$ cat config.mk
export PLATFORM = sky130hd
export DESIGN_NAME = video_raster_gen_flat
export DESIGN_NICKNAME = d
export VERILOG_FILES = /design/src/rtl/video_pkg.sv /design/src/rtl/video_raster_gen_if.sv /design/src/rtl/raster_axis_cnt.sv /design/src/rtl/video_raster_gen.sv /design/src/flat_wrapper.sv
export SDC_FILE = /design/constraint.sdc
export NUM_CORES = 1
export LEC_CHECK = 0
export CAP_MARGIN = 10
export CORE_ASPECT_RATIO = 0.7
export CORE_MARGIN = 4
export CORE_UTILIZATION = 45
export CTS_BUF_LIST = sky130_fd_sc_hd__clkbuf_16
export DETAILED_ROUTE_END_ITERATION = 12
export PLACE_DENSITY = 0.67
export SLEW_MARGIN = 10
export SYNTH_ARGS = -nofsm -noshare
export SYNTH_HDL_FRONTEND = slang
export SYNTH_SLANG_ARGS = --single-unit
$ cat constraint.sdc
create_clock -name clk -period 4.9 [get_ports clk]
set_input_delay 0.98 -clock clk [delete_from_list [all_inputs] [get_ports clk]]
set_output_delay 0.98 -clock clk [all_outputs]
set_load 0.02 [all_outputs]
$ cat src/rtl/video_pkg.sv
// video_pkg: shared coordinate width, 720p default timing and raster FSM state
// used across the display-side pixel path.
package video_pkg;

  localparam int unsigned COORD_W   = 13;
  localparam int unsigned COORD_MAX = (1 << COORD_W) - 1;

  // 1280x720p60 timing
  localparam int unsigned H_ACTIVE_720P = 1280;
  localparam int unsigned H_FP_720P     = 110;
  localparam int unsigned H_SYNC_720P   = 40;
  localparam int unsigned H_BP_720P     = 220;
  localparam int unsigned V_ACTIVE_720P = 720;
  localparam int unsigned V_FP_720P     = 5;
  localparam int unsigned V_SYNC_720P   = 5;
  localparam int unsigned V_BP_720P     = 20;

  typedef enum logic {
    ST_IDLE = 1'b0,
    ST_SCAN = 1'b1
  } raster_state_t;

  function automatic int unsigned axis_total(input int unsigned active,
                                             input int unsigned fp,
                                             input int unsigned sync,
                                             input int unsigned bp);
    return active + fp + sync + bp;
  endfunction

endpackage

$ cat src/rtl/video_raster_gen_if.sv
// video_raster_gen_if: raster timing bundle; the generator is the master,
// downstream pixel stages are slaves.
interface video_raster_gen_if;
  import video_pkg::*;

  logic               run;
  logic [COORD_W-1:0] row;
  logic [COORD_W-1:0] col;
  logic               de;
  logic               hs;
  logic               vs;
  logic               sof;
  logic               eol;
  logic               busy;

  modport master (
    input  run,
    output row, col, de, hs, vs, sof, eol, busy
  );

  modport slave (
    output run,
    input  row, col, de, hs, vs, sof, eol, busy
  );

endinterface

$ cat src/rtl/raster_axis_cnt.sv
// raster_axis_cnt: one raster axis -- wrapping counter with active/sync window
// decode of the current count and a wrap pulse on the advancing last count.
module raster_axis_cnt
  import video_pkg::*;
#(
  parameter int unsigned TOTAL      = H_ACTIVE_720P + H_FP_720P + H_SYNC_720P + H_BP_720P,
  parameter int unsigned ACTIVE     = H_ACTIVE_720P,
  parameter int unsigned SYNC_START = H_ACTIVE_720P + H_FP_720P,
  parameter int unsigned SYNC_LEN   = H_SYNC_720P
) (
  input  logic               clk,
  input  logic               rst_n,
  input  logic               clr,
  input  logic               adv,
  output logic [COORD_W-1:0] cnt,
  output logic               active,
  output logic               sync,
  output logic               at_zero,
  output logic               wrap
);

  localparam logic [COORD_W-1:0] LAST_C   = COORD_W'(TOTAL - 1);
  localparam logic [COORD_W-1:0] ACTIVE_C = COORD_W'(ACTIVE);
  localparam logic [COORD_W-1:0] SYNC_S_C = COORD_W'(SYNC_START);
  localparam logic [COORD_W-1:0] SYNC_E_C = COORD_W'(SYNC_START + SYNC_LEN - 1);

  logic [COORD_W-1:0] cnt_reg;
  logic               at_last;

  assign at_last = (cnt_reg == LAST_C);

  always_ff @(posedge clk or negedge rst_n) begin
    if (!rst_n) begin
      cnt_reg <= '0;
    end else if (clr) begin
      cnt_reg <= '0;
    end else if (adv) begin
      cnt_reg <= at_last ? '0 : cnt_reg + COORD_W'(1);
    end
  end

  assign cnt     = cnt_reg;
  assign active  = (cnt_reg < ACTIVE_C);
  assign sync    = (cnt_reg >= SYNC_S_C) && (cnt_reg <= SYNC_E_C);
  assign at_zero = (cnt_reg == '0);
  assign wrap    = adv && at_last;

endmodule

$ cat src/rtl/video_raster_gen.sv
// video_raster_gen: free-running raster timing source; all outputs registered and
// describe the same (row, col) point. Define RASTER_FRAME_CNT_EN to add frame_cnt.
module video_raster_gen
  import video_pkg::*;
#(
  parameter int unsigned H_ACTIVE = H_ACTIVE_720P,
  parameter int unsigned H_FP     = H_FP_720P,
  parameter int unsigned H_SYNC   = H_SYNC_720P,
  parameter int unsigned H_BP     = H_BP_720P,
  parameter int unsigned V_ACTIVE = V_ACTIVE_720P,
  parameter int unsigned V_FP     = V_FP_720P,
  parameter int unsigned V_SYNC   = V_SYNC_720P,
  parameter int unsigned V_BP     = V_BP_720P,
  parameter logic        SYNC_POL = 1'b1
) (
  input  logic               clk,
  input  logic               rst_n,
`ifdef RASTER_FRAME_CNT_EN
  output logic [15:0]        frame_cnt,
`endif
  video_raster_gen_if.master vid
);

  // Totals must stay within COORD_MAX; larger parameter sets are not supported.
  localparam int unsigned H_TOTAL = axis_total(H_ACTIVE, H_FP, H_SYNC, H_BP);
  localparam int unsigned V_TOTAL = axis_total(V_ACTIVE, V_FP, V_SYNC, V_BP);
  localparam logic [COORD_W-1:0] H_EOL_C = COORD_W'(H_ACTIVE - 1);

  raster_state_t      state_reg;
  logic               scan;
  logic [COORD_W-1:0] h_cnt, v_cnt;
  logic               h_act, v_act;
  logic               h_sync, v_sync;
  logic               h_zero, v_zero;
  logic               h_wrap, v_wrap;

  logic [COORD_W-1:0] row_reg, col_reg;
  logic               de_reg, hs_reg, vs_reg, sof_reg, eol_reg, busy_reg;

  assign scan = (state_reg == ST_SCAN);

  raster_axis_cnt #(
    .TOTAL      (H_TOTAL),
    .ACTIVE     (H_ACTIVE),
    .SYNC_START (H_ACTIVE + H_FP),
    .SYNC_LEN   (H_SYNC)
  ) u_h_axis (
    .clk     (clk),
    .rst_n   (rst_n),
    .clr     (!scan),
    .adv     (scan),
    .cnt     (h_cnt),
    .active  (h_act),
    .sync    (h_sync),
    .at_zero (h_zero),
    .wrap    (h_wrap)
  );

  // Vertical axis steps once per line, on the horizontal wrap.
  raster_axis_cnt #(
    .TOTAL      (V_TOTAL),
    .ACTIVE     (V_ACTIVE),
    .SYNC_START (V_ACTIVE + V_FP),
    .SYNC_LEN   (V_SYNC)
  ) u_v_axis (
    .clk     (clk),
    .rst_n   (rst_n),
    .clr     (!scan),
    .adv     (h_wrap),
    .cnt     (v_cnt),
    .active  (v_act),
    .sync    (v_sync),
    .at_zero (v_zero),
    .wrap    (v_wrap)
  );

`ifdef RASTER_FRAME_CNT_EN
  logic [15:0] frame_cnt_reg;
  assign frame_cnt = frame_cnt_reg;
`endif

  always_ff @(posedge clk or negedge rst_n) begin
    if (!rst_n) begin
      state_reg <= ST_IDLE;
      row_reg   <= '0;
      col_reg   <= '0;
      de_reg    <= 1'b0;
      hs_reg    <= ~SYNC_POL;
      vs_reg    <= ~SYNC_POL;
      sof_reg   <= 1'b0;
      eol_reg   <= 1'b0;
      busy_reg  <= 1'b0;
`ifdef RASTER_FRAME_CNT_EN
      frame_cnt_reg <= '0;
`endif
    end else begin
      case (state_reg)
        ST_IDLE: begin
          row_reg  <= '0;
          col_reg  <= '0;
          de_reg   <= 1'b0;
          hs_reg   <= ~SYNC_POL;
          vs_reg   <= ~SYNC_POL;
          sof_reg  <= 1'b0;
          eol_reg  <= 1'b0;
          busy_reg <= 1'b0;
          if (vid.run) begin
            state_reg <= ST_SCAN;
          end
        end
        ST_SCAN: begin
          row_reg  <= v_cnt;
          col_reg  <= h_cnt;
          de_reg   <= h_act && v_act;
          hs_reg   <= h_sync ? SYNC_POL : ~SYNC_POL;
          vs_reg   <= v_sync ? SYNC_POL : ~SYNC_POL;
          sof_reg  <= h_zero && v_zero;
          eol_reg  <= (h_cnt == H_EOL_C) && v_act;
          busy_reg <= 1'b1;
`ifdef RASTER_FRAME_CNT_EN
          if (h_zero && v_zero) begin
            frame_cnt_reg <= frame_cnt_reg + 16'd1;
          end
`endif
          // run is only honoured at the frame boundary; frames are never cut short.
          if (v_wrap && !vid.run) begin
            state_reg <= ST_IDLE;
          end
        end
        default: state_reg <= ST_IDLE;
      endcase
    end
  end

  assign vid.row  = row_reg;
  assign vid.col  = col_reg;
  assign vid.de   = de_reg;
  assign vid.hs   = hs_reg;
  assign vid.vs   = vs_reg;
  assign vid.sof  = sof_reg;
  assign vid.eol  = eol_reg;
  assign vid.busy = busy_reg;

endmodule

$ cat src/flat_wrapper.sv
// flat-port wrapper written by rule: the top's interface ports become plain ports
module video_raster_gen_flat import video_pkg::*;
#(
  parameter int unsigned H_ACTIVE = H_ACTIVE_720P,
  parameter int unsigned H_FP     = H_FP_720P,
  parameter int unsigned H_SYNC   = H_SYNC_720P,
  parameter int unsigned H_BP     = H_BP_720P,
  parameter int unsigned V_ACTIVE = V_ACTIVE_720P,
  parameter int unsigned V_FP     = V_FP_720P,
  parameter int unsigned V_SYNC   = V_SYNC_720P,
  parameter int unsigned V_BP     = V_BP_720P,
  parameter logic        SYNC_POL = 1'b1
)
  (clk, rst_n, vid_run, vid_row, vid_col, vid_de, vid_hs, vid_vs, vid_sof, vid_eol, vid_busy);
  video_raster_gen_if vid_i ();
  input  logic clk;
  input  logic rst_n;
  input wire logic [$bits(vid_i.run)-1:0] vid_run;
  output wire logic [$bits(vid_i.row)-1:0] vid_row;
  output wire logic [$bits(vid_i.col)-1:0] vid_col;
  output wire logic [$bits(vid_i.de)-1:0] vid_de;
  output wire logic [$bits(vid_i.hs)-1:0] vid_hs;
  output wire logic [$bits(vid_i.vs)-1:0] vid_vs;
  output wire logic [$bits(vid_i.sof)-1:0] vid_sof;
  output wire logic [$bits(vid_i.eol)-1:0] vid_eol;
  output wire logic [$bits(vid_i.busy)-1:0] vid_busy;
  assign vid_i.run = vid_run;
  assign vid_row = vid_i.row;
  assign vid_col = vid_i.col;
  assign vid_de = vid_i.de;
  assign vid_hs = vid_i.hs;
  assign vid_vs = vid_i.vs;
  assign vid_sof = vid_i.sof;
  assign vid_eol = vid_i.eol;
  assign vid_busy = vid_i.busy;
  video_raster_gen #(.H_ACTIVE(H_ACTIVE), .H_FP(H_FP), .H_SYNC(H_SYNC), .H_BP(H_BP), .V_ACTIVE(V_ACTIVE), .V_FP(V_FP), .V_SYNC(V_SYNC), .V_BP(V_BP), .SYNC_POL(SYNC_POL)) u_core (.clk(clk), .rst_n(rst_n), .vid(vid_i));
endmodule
==> results of run 1 <==
final cells by class:
class / count / area, µm²
clock buffers: 9 / 225
multi-input cells: 176 / 1100
well taps: 75 / 93.8
inverters: 9 / 33.8
clock inverters: 7 / 68.8
flip-flops and latches: 59 / 1480
fillers: 505 / 2410
repair buffers: 35 / 343
cells in the mapped netlist (3+ instances only):
master / number
and3_1: 5
inv_1: 8
nor4_1: 4
o31ai_1: 3
a31oi_1: 3
nor2_1: 33
o21ai_0: 14
and2_1: 21
nor4b_1: 3
o41ai_1: 3
nor3_1: 6
clkbuf_1: 10
xor2_1: 5
nand3_1: 13
xnor2_1: 7
ha_1: 6
nand2_1: 11
dfrtp_1: 59
o2bb2ai_1: 3
a21oi_1: 6
or3_1: 3
nand4_1: 8
metal layers:
layer,up-vias,track usage (%),routed length (µm)
met5,-,0,0
met2,48,25.8,2520
li1,965,-,-
met3,7,6.05,315
met4,0,6.28,60
met1,987,26.7,2960
per-stage QoR:
stage                     util, %  total power, mW
after floorplan                 -            0.496
after global placement       53.0            0.507
after detailed placement     53.0            0.508
after CTS                    58.1             1.12
after global routing         58.1             1.14
final                        58.1             1.10
cell families after synthesis:
kind of cell	after synthesis	share of synthesized area [%]
buf+inv	23	3.65
xor+xnor	12	3.93
simple gates	119	24.3
flops	59	55.2
fa+ha+maj	6	2.81
compound gates	39	10.1
worst max-delay path by stage:
stage	cells after the start	start	slack, ns	end
finish	1	u_core.vid.col[2]$_DFF_PN0_	2.65	vid_col[2]
floorplan	6	u_core.u_v_axis.cnt[8]$_DFFE_PN0P_	3.02	u_core.u_v_axis.cnt[2]$_DFFE_PN0P_
global route	4	u_core.scan$_DFF_PN0_	2.47	u_core.u_v_axis.cnt[3]$_DFFE_PN0P_
global placement	4	u_core.u_v_axis.cnt[8]$_DFFE_PN0P_	2.84	u_core.u_v_axis.cnt[7]$_DFFE_PN0P_
CTS	1	u_core.vid.col[2]$_DFF_PN0_	2.63	vid_col[2]
detailed placement	4	u_core.scan$_DFF_PN0_	2.76	u_core.u_v_axis.cnt[3]$_DFFE_PN0P_
cell usage in the layout (no fill, tap or decap), types with 5 or more instances in the layout:
master and instances:
nor3_1 6, a21oi_1 6, nand4_1 8, clkbuf_16 9, xor2_1 5, ha_1 6
dfrtp_1 59, nand2_1 11, and2_1 21, clkdlybuf4s50_1 33, o21ai_0 14, nand3_1 13
xnor2_1 7, nor2_1 33, inv_1 8, and3_1 5
power by group:
part / internal (mW) / total [mW] / switching (mW)
Clock: 0.390 / 0.605 / 0.214
Sequential: 0.488 / 0.488 / 0
Combinational: 0.00148 / 0.0104 / 0.00889
==> results.ini, run 1 <==
[synth]
postSynth.topFlopCell=dfrtp_1
ys_warn_count=0
synthesized_netlist_net_count=267
synth.avg_cell_area_um2=10.4
synthTopCellsByArea=dfrtp_1, and2_1, nor2_1
synth.lib_cells_used.distinct=43
postSynth.asyncResetShare_pct=100
synth-edff-count=0
synth.yosys.seq_area_share_pct=55.2
synth.largest_area_cell=dfrtp_1
mapped_cell_area_um2=2680
ys_ff_latch=59
postSynthCellCount=258
top_area_cell_type_share_of_the_netlist_area_pct=55.2

[grt]
via_count_of_the_first_global_routing_pass=1935
pin_count_of_the_biggest_net_entering_global_routing=60
grt.overflow.total=0
grtUsageTotal_pct=18.3
grt_first_pass_wirelength_um=10200
antenna_violations_before_repair=0

[worst_setup_path]
critPathTopFamily=buffers and inverters
crit_path_max_incr_delay_ns=0.60
setup.worst_path.start_class=flip-flop
timing.critical_path.to_type=primary output
reg2reg_to=u_core.u_v_axis.cnt[5]$_DFFE_PN0P_
timing.critical_path.cells=clkdlybuf4s50_1
worst-r2r-setup-slack_ns=2.73
slowest_stage=clkdlybuf4s50_1
critical_path.max_fanout=1
cp.required_ns=3.92
r2r_start=u_core.scan$_DFF_PN0_
worst-r2r-cell-count=4
timing.setup.critical_path_class=reg2out
worst_path_buf_inv=1
timing.critical_path.arrival_ns=1.27

[drt]
routed_wirelength_um=5860
detail_route.drc_violations=0
route.vias.total=2007
vias_per_cell=5.42
drt.antenna.violating_nets=0
avgRoutedWirePerCell_um=15.8
drt_iter0_markers=139
drtPass1Iterations=4

[timing]
tightest_slew_ns=0.767
setup_violations=0
setup_repair_after_global_routing_missed_its_margin=false
finalHoldWorstSlack_ns=0.528
slew_viol_final=0
layout_worst_path_cycle_share_pct=45.8
setup_ws_ns=2.65
slew-limit-headroom_pct=48.9
fmax_ghz=0.445
period_needed_ns=2.25
final.setup_skew_ns=0.00557
final_hold_viol_count=0
timing.setup.tns_ns=0

[worst_hold_path]
hold_path.startpoint=u_core.u_v_axis.cnt[12]$_DFFE_PN0P_
worst_hold_path.num_cells=1
worstHoldPathType=reg2reg
hold_end=u_core.u_v_axis.cnt[12]$_DFFE_PN0P_

[clock_network]
cts_made_buffers=9
cts_tree=yes
cts_root_buf=clkbuf_16
worst_skew_pair.late_latency_ns=0.33
ctsHoldBuffers=0
clock_sink_count=59
cts.reportedPaths.clkPinSlew_ns=0.05
cts_max_level=3
postCtsSetupBuffers=0
cts-root-to-sink-buffers=2
cts_resized=0

[placement]
pre_cts_ws_ns=2.76
placedInstanceArea_um2=3050
place.port_buffers=34
hpwl_after_dpl_um=3940
dp_cells=354
gpl.final_weighted_congestion=0.885

[die]
number_of_placed_i_o_pins=35
rows=23
die_area_um2=7260
floorplan.core_area_um2=5760
die_width_um=100
floorplan.die.height_um=72.5
starting_density_of_the_core_pct=46.5

[status]
status=complete, no violations

[power_and_ir_drop]
cellLeakagePower_nw=1.45
power_density_over_the_cells_nw_per_um2=330
power.ir.vdd_worst_mv=0.294

[cells_and_area]
fin_area_um2=3340
final_layout_size_suffix_gt1_share_pct=8.81
number_of_inserted_diodes=0
post_synthesis_to_final_layout_area_growth_pct=24.9
layout.nets=299
finish.cell_count_without_fillers=370

[flow_run]
maxCapViolations=0

Note: power is estimated with default switching activity, not from simulation.
==> inputs of run 2 (changes only) <==
--- a/config.mk
+++ b/config.mk
@@ -11,7 +11,7 @@
 export CORE_UTILIZATION = 45
 export CTS_BUF_LIST = sky130_fd_sc_hd__clkbuf_16
 export DETAILED_ROUTE_END_ITERATION = 12
-export PLACE_DENSITY = 0.67
+export PLACE_DENSITY = 0.7
 export SLEW_MARGIN = 10
 export SYNTH_ARGS = -nofsm -noshare
 export SYNTH_HDL_FRONTEND = slang
==> constraint.sdc (replaced) <==
create_clock -name clk -period 1.9 [get_ports clk]
set_input_delay 0.38 -clock clk [delete_from_list [all_inputs] [get_ports clk]]
set_output_delay 0.38 -clock clk [all_outputs]
set_load 0.02 [all_outputs]
==> run 2 against run 1 <==
  * The run now ends with negative setup slack left
  * Clock power rose to 2.8 times the previous value
  * Register-to-register slack got worse by 2.8 ns
  * Via count rose by 10%
  * First-iteration DRC count rose by 19%
  * Core utilization rose by 7.8 points
  * Routed wire length rose by 14%
  * Final cell count rose by 13%
  * Sequential share of layout area fell by 5.2 points
  * Die area did not move
  * Sequential cell count did not move
  * Global-route usage rose by 1.9 points
==> results.ini, run 2 (synthesis results as in run 1) <==
[placement]
dp_cells=393  ; was 354
gpl.final_weighted_congestion=0.887  ; was 0.885
placedInstanceArea_um2=3370  ; was 3050 µm²
place.port_buffers=34  ; unchanged
hpwl_after_dpl_um=4520  ; was 3940 µm

[power_and_ir_drop]
power_density_over_the_cells_nw_per_um2=780  ; was 330 nW/µm²
power.ir.vdd_worst_mv=0.676  ; was 0.294 mV
internal_power_mw=2.39  ; was 880 µW
cellLeakagePower_nw=1.72  ; was 1.45 nW
seq_power_share_pct=42.6  ; was 44.2%
pwr-share-clk_pct=56.4  ; was 54.8%
switching_share_pct=19.1  ; was 20.2%
p_switching_uw=564  ; was 223 µW
combPwrFrac_pct=1.1  ; was 0.9%

[die]
rows=23  ; unchanged
die_area_um2=7260  ; unchanged
die_width_um=100  ; unchanged
floorplan.die.height_um=72.5  ; unchanged
number_of_placed_i_o_pins=35  ; unchanged
floorplan.core_area_um2=5760  ; unchanged
starting_density_of_the_core_pct=46.5  ; unchanged

[timing]
fmax_ghz=0.516
slew_viol_final=0  ; unchanged
slew-limit-headroom_pct=62.8  ; was 48.9%
setup_violations=4  ; was 0
setup_ws_ns=-0.0367  ; was 2.65 ns
tightest_slew_ns=0.555  ; was 0.767 ns
finalHoldWorstSlack_ns=0.0440  ; was 0.528 ns
setup_repair_after_global_routing_missed_its_margin=true  ; was false
timing.setup.tns_ns=-0.0961  ; was 0 ns
final.setup_skew_ns=0.00435  ; was 0.00557 ns
final_hold_viol_count=0  ; unchanged
layout_worst_path_cycle_share_pct=102
period_needed_ns=1.94

[drt]
drt_iter0_markers=166  ; was 139
drt.antenna.violating_nets=0  ; unchanged
routed_wirelength_um=6690  ; was 5860 µm
detail_route.drc_violations=0  ; unchanged
route.vias.total=2210  ; was 2,007
vias_per_cell=5.30  ; was 5.42
drtPass1Iterations=5  ; was 4
avgRoutedWirePerCell_um=16.0  ; was 15.8 µm

[cells_and_area]
number_of_inserted_diodes=0  ; unchanged
layout.nets=346  ; was 299
finish.cell_count_without_fillers=417  ; was 370
layout.cells.most_common=dfrtp_1  ; unchanged
most-common-layout-cells=dfrtp_1, buf_4, clkdlybuf4s50_1  ; was dfrtp_1, nor2_1, clkdlybuf4s50_1
final_layout_size_suffix_gt1_share_pct=23.4  ; was 8.81%
fin_area_um2=3790  ; was 3340 µm²
post_synthesis_to_final_layout_area_growth_pct=41.7  ; was 24.9%
final_core_utilization_pct=65.8  ; was 58.1%

[worst_setup_path]
timing.critical_path.to_type=flip-flop  ; was primary output
critical_path.max_fanout=7  ; was 1
timing.critical_path.arrival_ns=2.16  ; was 1.27 ns
slowest_stage=or3_4  ; was clkdlybuf4s50_1
timing.critical_path.cells=or3_4 > nor4_4 > buf_4 > inv_4 > or2_4 > o41ai_2  ; was clkdlybuf4s50_1
setup.worst_path.start_class=flip-flop  ; unchanged
timing.setup.critical_path_class=reg2reg  ; was reg2out
cp.required_ns=2.12  ; was 3.92 ns
worst_path_buf_inv=2  ; was 1
crit_path_max_incr_delay_ns=0.41  ; was 0.60 ns
worstSetupPathDepth=6  ; was 1
critPathTopFamily=simple AND/OR/NAND/NOR gates  ; was buffers and inverters
worst-r2r-cell-count=6  ; was 4

[worst_hold_path]
worstHoldPathType=in2async  ; was reg2reg

[grt]
grt.overflow.total=0  ; unchanged
pin_count_of_the_biggest_net_entering_global_routing=60  ; unchanged
grtUsageMet2_pct=27.3  ; was 25.8%
grtUsageTotal_pct=20.3  ; was 18.3%
antenna_violations_before_repair=0  ; unchanged
via_count_of_the_first_global_routing_pass=2179  ; was 1,935
grt.busiest_layer=met1  ; unchanged
grt.met1_usage_pct=30.3  ; was 26.7%
global_route.usage.met3_pct=7.68  ; was 6.05%
grt_first_pass_wirelength_um=11200  ; was 10,200 µm

[clock_network]
cts-root-to-sink-buffers=2  ; unchanged
cts_max_level=3  ; unchanged
cts.reportedPaths.clkPinSlew_ns=0.05  ; about the same
cts_root_buf=clkbuf_16  ; unchanged
ctsHoldBuffers=0  ; unchanged
worst_skew_pair.late_latency_ns=0.32  ; was 0.33 ns
cts_made_buffers=9  ; unchanged
clock_sink_count=59  ; unchanged
cts_tree=yes  ; unchanged

[status]
violations=negative setup slack
status=finished, violations left  ; was complete, no violations

[flow_run]
maxCapViolations=0  ; unchanged

==> run 2: layout make-up <==
| class | count | area (µm²) |
|---|---|---|
| fill | 449 | 1970 |
| sequential | 59 | 1480 |
| multi-input combinational | 176 | 1150 |
| timing repair buffer | 82 | 724 |
| clock buffer | 9 | 225 |
| tap | 75 | 93.8 |
| clock inverter | 7 | 82.6 |
| inverter | 9 | 36.3 |
==> run 2: layer usage <==
metal | wire length, µm | part of all wire [%]
met2 | 2870 | 43
met3 | 542 | 8.1
met5 | 0 | 0
met4 | 65 | 0.97
met1 | 3220 | 48
==> run 2: power by group through the flow <==
stage,logic [mW],registers [mW],clock network [mW]
2_1_floorplan,0.0000116,1.28,0
3_3_place_gp,0.0324,1.28,0
3_5_place_dp,0.0328,1.28,0
4_1_cts,0.0335,1.26,1.69
5_1_grt,0.0369,1.26,1.75
6_report,0.0311,1.26,1.67
==> run 2: final timing paths <==
check                                                     from                                  end  slack, ns
min in group clk           u_core.u_v_axis.cnt[12]$_DFFE_PN0P_  u_core.u_v_axis.cnt[12]$_DFFE_PN0P_       0.57
setup / recovery              u_core.u_h_axis.cnt[2]$_DFF_PN0_   u_core.u_v_axis.cnt[5]$_DFFE_PN0P_      -0.04
setup reg to reg              u_core.u_h_axis.cnt[2]$_DFF_PN0_   u_core.u_v_axis.cnt[5]$_DFFE_PN0P_      -0.04
hold / removal                                           rst_n  u_core.u_v_axis.cnt[11]$_DFFE_PN0P_       0.04
max in group asynchronous                                rst_n          u_core.vid.row[7]$_DFF_PN0_       1.58
hold reg to reg            u_core.u_v_axis.cnt[12]$_DFFE_PN0P_  u_core.u_v_axis.cnt[12]$_DFFE_PN0P_       0.57
==> run 2: worst register-to-register path: cells and delay by family (launching register included) <==
kind | cells | cell delay (ns)
buf+inv | 2 | 0.24
flops | 1 | 0.38
simple gates | 3 | 1.01
compound gates | 1 | 0.21
==> run 2: metrics by stage <==
step	setup slack (ns)	power, mW
after floorplan	0.0190	1.28
after global routing	-0.103	3.05
after CTS	0.00264	2.99
after detailed placement	-0.0403	1.31
after global placement	0.00836	1.31
final	-0.0367	2.96
==> run 2: timing repair <==
item | in CTS | in global routing
endpoints found under the hold margin | 0 | 0
pin swaps | 2 | 7
gates resized for setup | 4 | 15
setup endpoints to repair | 8 | 14
setup buffers | 3 | 5
==> inputs of run 3 (changes only) <==
--- a/config.mk
+++ b/config.mk
@@ -10,8 +10,9 @@
 export CORE_MARGIN = 4
 export CORE_UTILIZATION = 45
 export CTS_BUF_LIST = sky130_fd_sc_hd__clkbuf_16
+export CTS_CLUSTER_DIAMETER = 150
 export DETAILED_ROUTE_END_ITERATION = 12
-export PLACE_DENSITY = 0.7
+export PLACE_DENSITY = 0.67
 export SLEW_MARGIN = 10
 export SYNTH_ARGS = -nofsm -noshare
 export SYNTH_HDL_FRONTEND = slang
==> constraint.sdc (replaced) <==
create_clock -name clk -period 2.3 [get_ports clk]
set_input_delay 0.46 -clock clk [delete_from_list [all_inputs] [get_ports clk]]
set_output_delay 0.46 -clock clk [all_outputs]
set_load 0.02 [all_outputs]
==> run 3 against run 2 <==
  * Sequential power is 17% lower
  * Critical path depth fell by 2
  * Sequential cell count did not move
  * Critical path type unchanged
  * Die area unchanged
  * Total power decreased by 24%
  * Via count shrank 7.0%
  * The flow now finishes without violations
  * Final cell count decreased by 9.4%
  * Design area shrank 11%
  * Sequential share of layout area rose by 4.7 points
  * Non-clock buffer count decreased by 39
==> results.ini, run 3 (synthesis results as in run 1) <==
[die]
floorplan.core_area_um2=5760  ; unchanged
number_of_placed_i_o_pins=35  ; unchanged
starting_density_of_the_core_pct=46.5  ; unchanged
die_width_um=100  ; unchanged
rows=23  ; unchanged
die_area_um2=7260  ; unchanged
floorplan.die.height_um=72.5  ; unchanged

[drt]
drt_iter0_markers=157  ; was 166
vias_per_cell=5.44  ; was 5.30
avgRoutedWirePerCell_um=16.1  ; was 16.0 µm
detail_route.drc_violations=0  ; unchanged
routed_wirelength_um=6090  ; was 6690 µm
drtPass1Iterations=5  ; unchanged
route.vias.total=2056  ; was 2,210
drt.antenna.violating_nets=0  ; unchanged

[cells_and_area]
number_of_inserted_diodes=0  ; unchanged
layout.cells.most_common=dfrtp_1  ; unchanged
layout.filler_cells=500  ; was 449
most-common-layout-cells=dfrtp_1, nor2_1, clkdlybuf4s50_1  ; was dfrtp_1, buf_4, clkdlybuf4s50_1
final_layout_size_suffix_gt1_share_pct=10.6  ; was 23.4%
layout.nets=307  ; was 346
post_synthesis_to_final_layout_area_growth_pct=26.3  ; was 41.7%

[grt]
antenna_violations_before_repair=0  ; unchanged
grt.overflow.total=0  ; unchanged
via_count_of_the_first_global_routing_pass=1989  ; was 2,179
grt_first_pass_wirelength_um=10300  ; was 11,200 µm
pin_count_of_the_biggest_net_entering_global_routing=60  ; unchanged
grtUsageTotal_pct=18.7  ; was 20.3%

[timing]
layout_worst_path_cycle_share_pct=92.8  ; was 102%
final_hold_viol_count=0  ; unchanged
final.setup_skew_ns=0.00504  ; was 0.00435 ns
slew_viol_final=0  ; unchanged
slew-limit-headroom_pct=53.0  ; was 62.8%
setup_violations=0  ; was 4
setup_repair_after_global_routing_missed_its_margin=false  ; was true
timing.setup.tns_ns=0  ; was -0.0961 ns
period_needed_ns=2.14  ; was 1.94 ns
finalHoldWorstSlack_ns=0.282  ; was 0.0440 ns
fmax_ghz=0.468  ; was 0.516 GHz
tightest_slew_ns=0.704  ; was 0.555 ns

[clock_network]
cts_resized=0  ; was 4
postCtsSetupBuffers=0  ; was 3
cts.reportedPaths.clkPinSlew_ns=0.05  ; about the same
cts_max_level=3  ; unchanged
cts_root_buf=clkbuf_16  ; unchanged
clock_sink_count=59  ; unchanged
worst_skew_pair.late_latency_ns=0.33  ; was 0.32 ns
cts_made_buffers=9  ; unchanged
ctsHoldBuffers=0  ; unchanged
cts-root-to-sink-buffers=2  ; unchanged
cts_tree=yes  ; unchanged

[worst_setup_path]
critical_path.max_fanout=9  ; was 7
timing.critical_path.to_type=flip-flop  ; unchanged
r2r_start=u_core.u_v_axis.cnt[11]$_DFFE_PN0P_  ; was u_core.u_h_axis.cnt[2]$_DFF_PN0_
timing.critical_path.arrival_ns=2.33  ; was 2.16 ns
timing.critical_path.from=u_core.u_v_axis.cnt[11]$_DFFE_PN0P_  ; was u_core.u_h_axis.cnt[2]$_DFF_PN0_
worst-r2r-cell-count=4  ; was 6
setup.worst_path.start_class=flip-flop  ; unchanged
cp.required_ns=2.49  ; was 2.12 ns
timing.setup.critical_path_class=reg2reg  ; unchanged

[status]
status=complete, no violations  ; was finished, violations left

[flow_run]
maxCapViolations=0  ; unchanged

[power_and_ir_drop]
power_density_over_the_cells_nw_per_um2=663  ; was 780 nW/µm²
cellLeakagePower_nw=1.48  ; was 1.72 nW
power.ir.vdd_worst_mv=0.520  ; was 0.676 mV

[worst_hold_path]
worstHoldPathType=in2async  ; unchanged

[placement]
gpl.final_weighted_congestion=0.928  ; was 0.887
place.port_buffers=34  ; unchanged
hpwl_after_dpl_um=4070  ; was 4520 µm

run 3: cell types whose count changed in the layout (fill, tap and decap cells not counted), moves of 2 or more:
cell	change
o31ai_1	+2
clkinv_4	+2
o21ai_0	+5
buf_12	-2
bufinv_16	-2
buf_4	-36
o21ai_1	-4
clkinv_1	-2
run 3: area by class of cell:
cell class	instances	area [µm²]	area share, %
Sequential cell	59	1480	43.7
Multi-Input combinational cell	176	1100	32.6
Timing Repair Buffer	43	403	11.9
Clock buffer	9	225	6.67
Tap cell	75	93.8	2.78
Clock inverter	7	45.0	1.33
Inverter	9	33.8	1.00
run 3: worst max-delay path: stages (launching register included):
cell	delay, ns
dfrtp_1	0.43
or4_4	0.61
o31ai_4	0.48
or2_1	0.33
o21ai_0	0.15
run 3: final timing paths:
path / endpoint / slack (ns)
setup / recovery: u_core.u_v_axis.cnt[7]$_DFFE_PN0P_ / 0.16
setup reg to reg: u_core.u_v_axis.cnt[7]$_DFFE_PN0P_ / 0.16
min in group clk: u_core.u_v_axis.cnt[12]$_DFFE_PN0P_ / 0.53
hold / removal: u_core.vid.row[9]$_DFF_PN0_ / 0.28
hold reg to reg: u_core.u_v_axis.cnt[12]$_DFFE_PN0P_ / 0.53
max in group asynchronous: u_core.u_v_axis.cnt[1]$_DFFE_PN0P_ / 1.57
run 3: power by group:
group | switching, mW | total [mW] | internal [mW]
Combinational | 0.0189 | 0.0220 | 0.00316
Clock | 0.458 | 1.18 | 0.720
Sequential | 0 | 1.04 | 1.04
run 3: layer usage:
metal,GRT usage (%),share of wire [%],up-vias
met5,0,0,-
met4,5.53,0.99,0
met3,6.82,7.4,6
met2,25.0,40,75
met1,28.4,51,992
li1,-,-,983
run 3: metrics by stage:
step	instances	power [mW]	util [%]	instance area [µm²]	worst slack, ns
after floorplan	258	1.06	-	2680	0.419
after global placement	362	1.08	54.0	3110	0.290
after detailed placement	362	1.08	54.0	3110	0.207
after CTS	378	2.27	58.7	3380	0.200
after global routing	378	2.32	58.7	3380	0.0135
final	378	2.24	58.7	3380	0.165
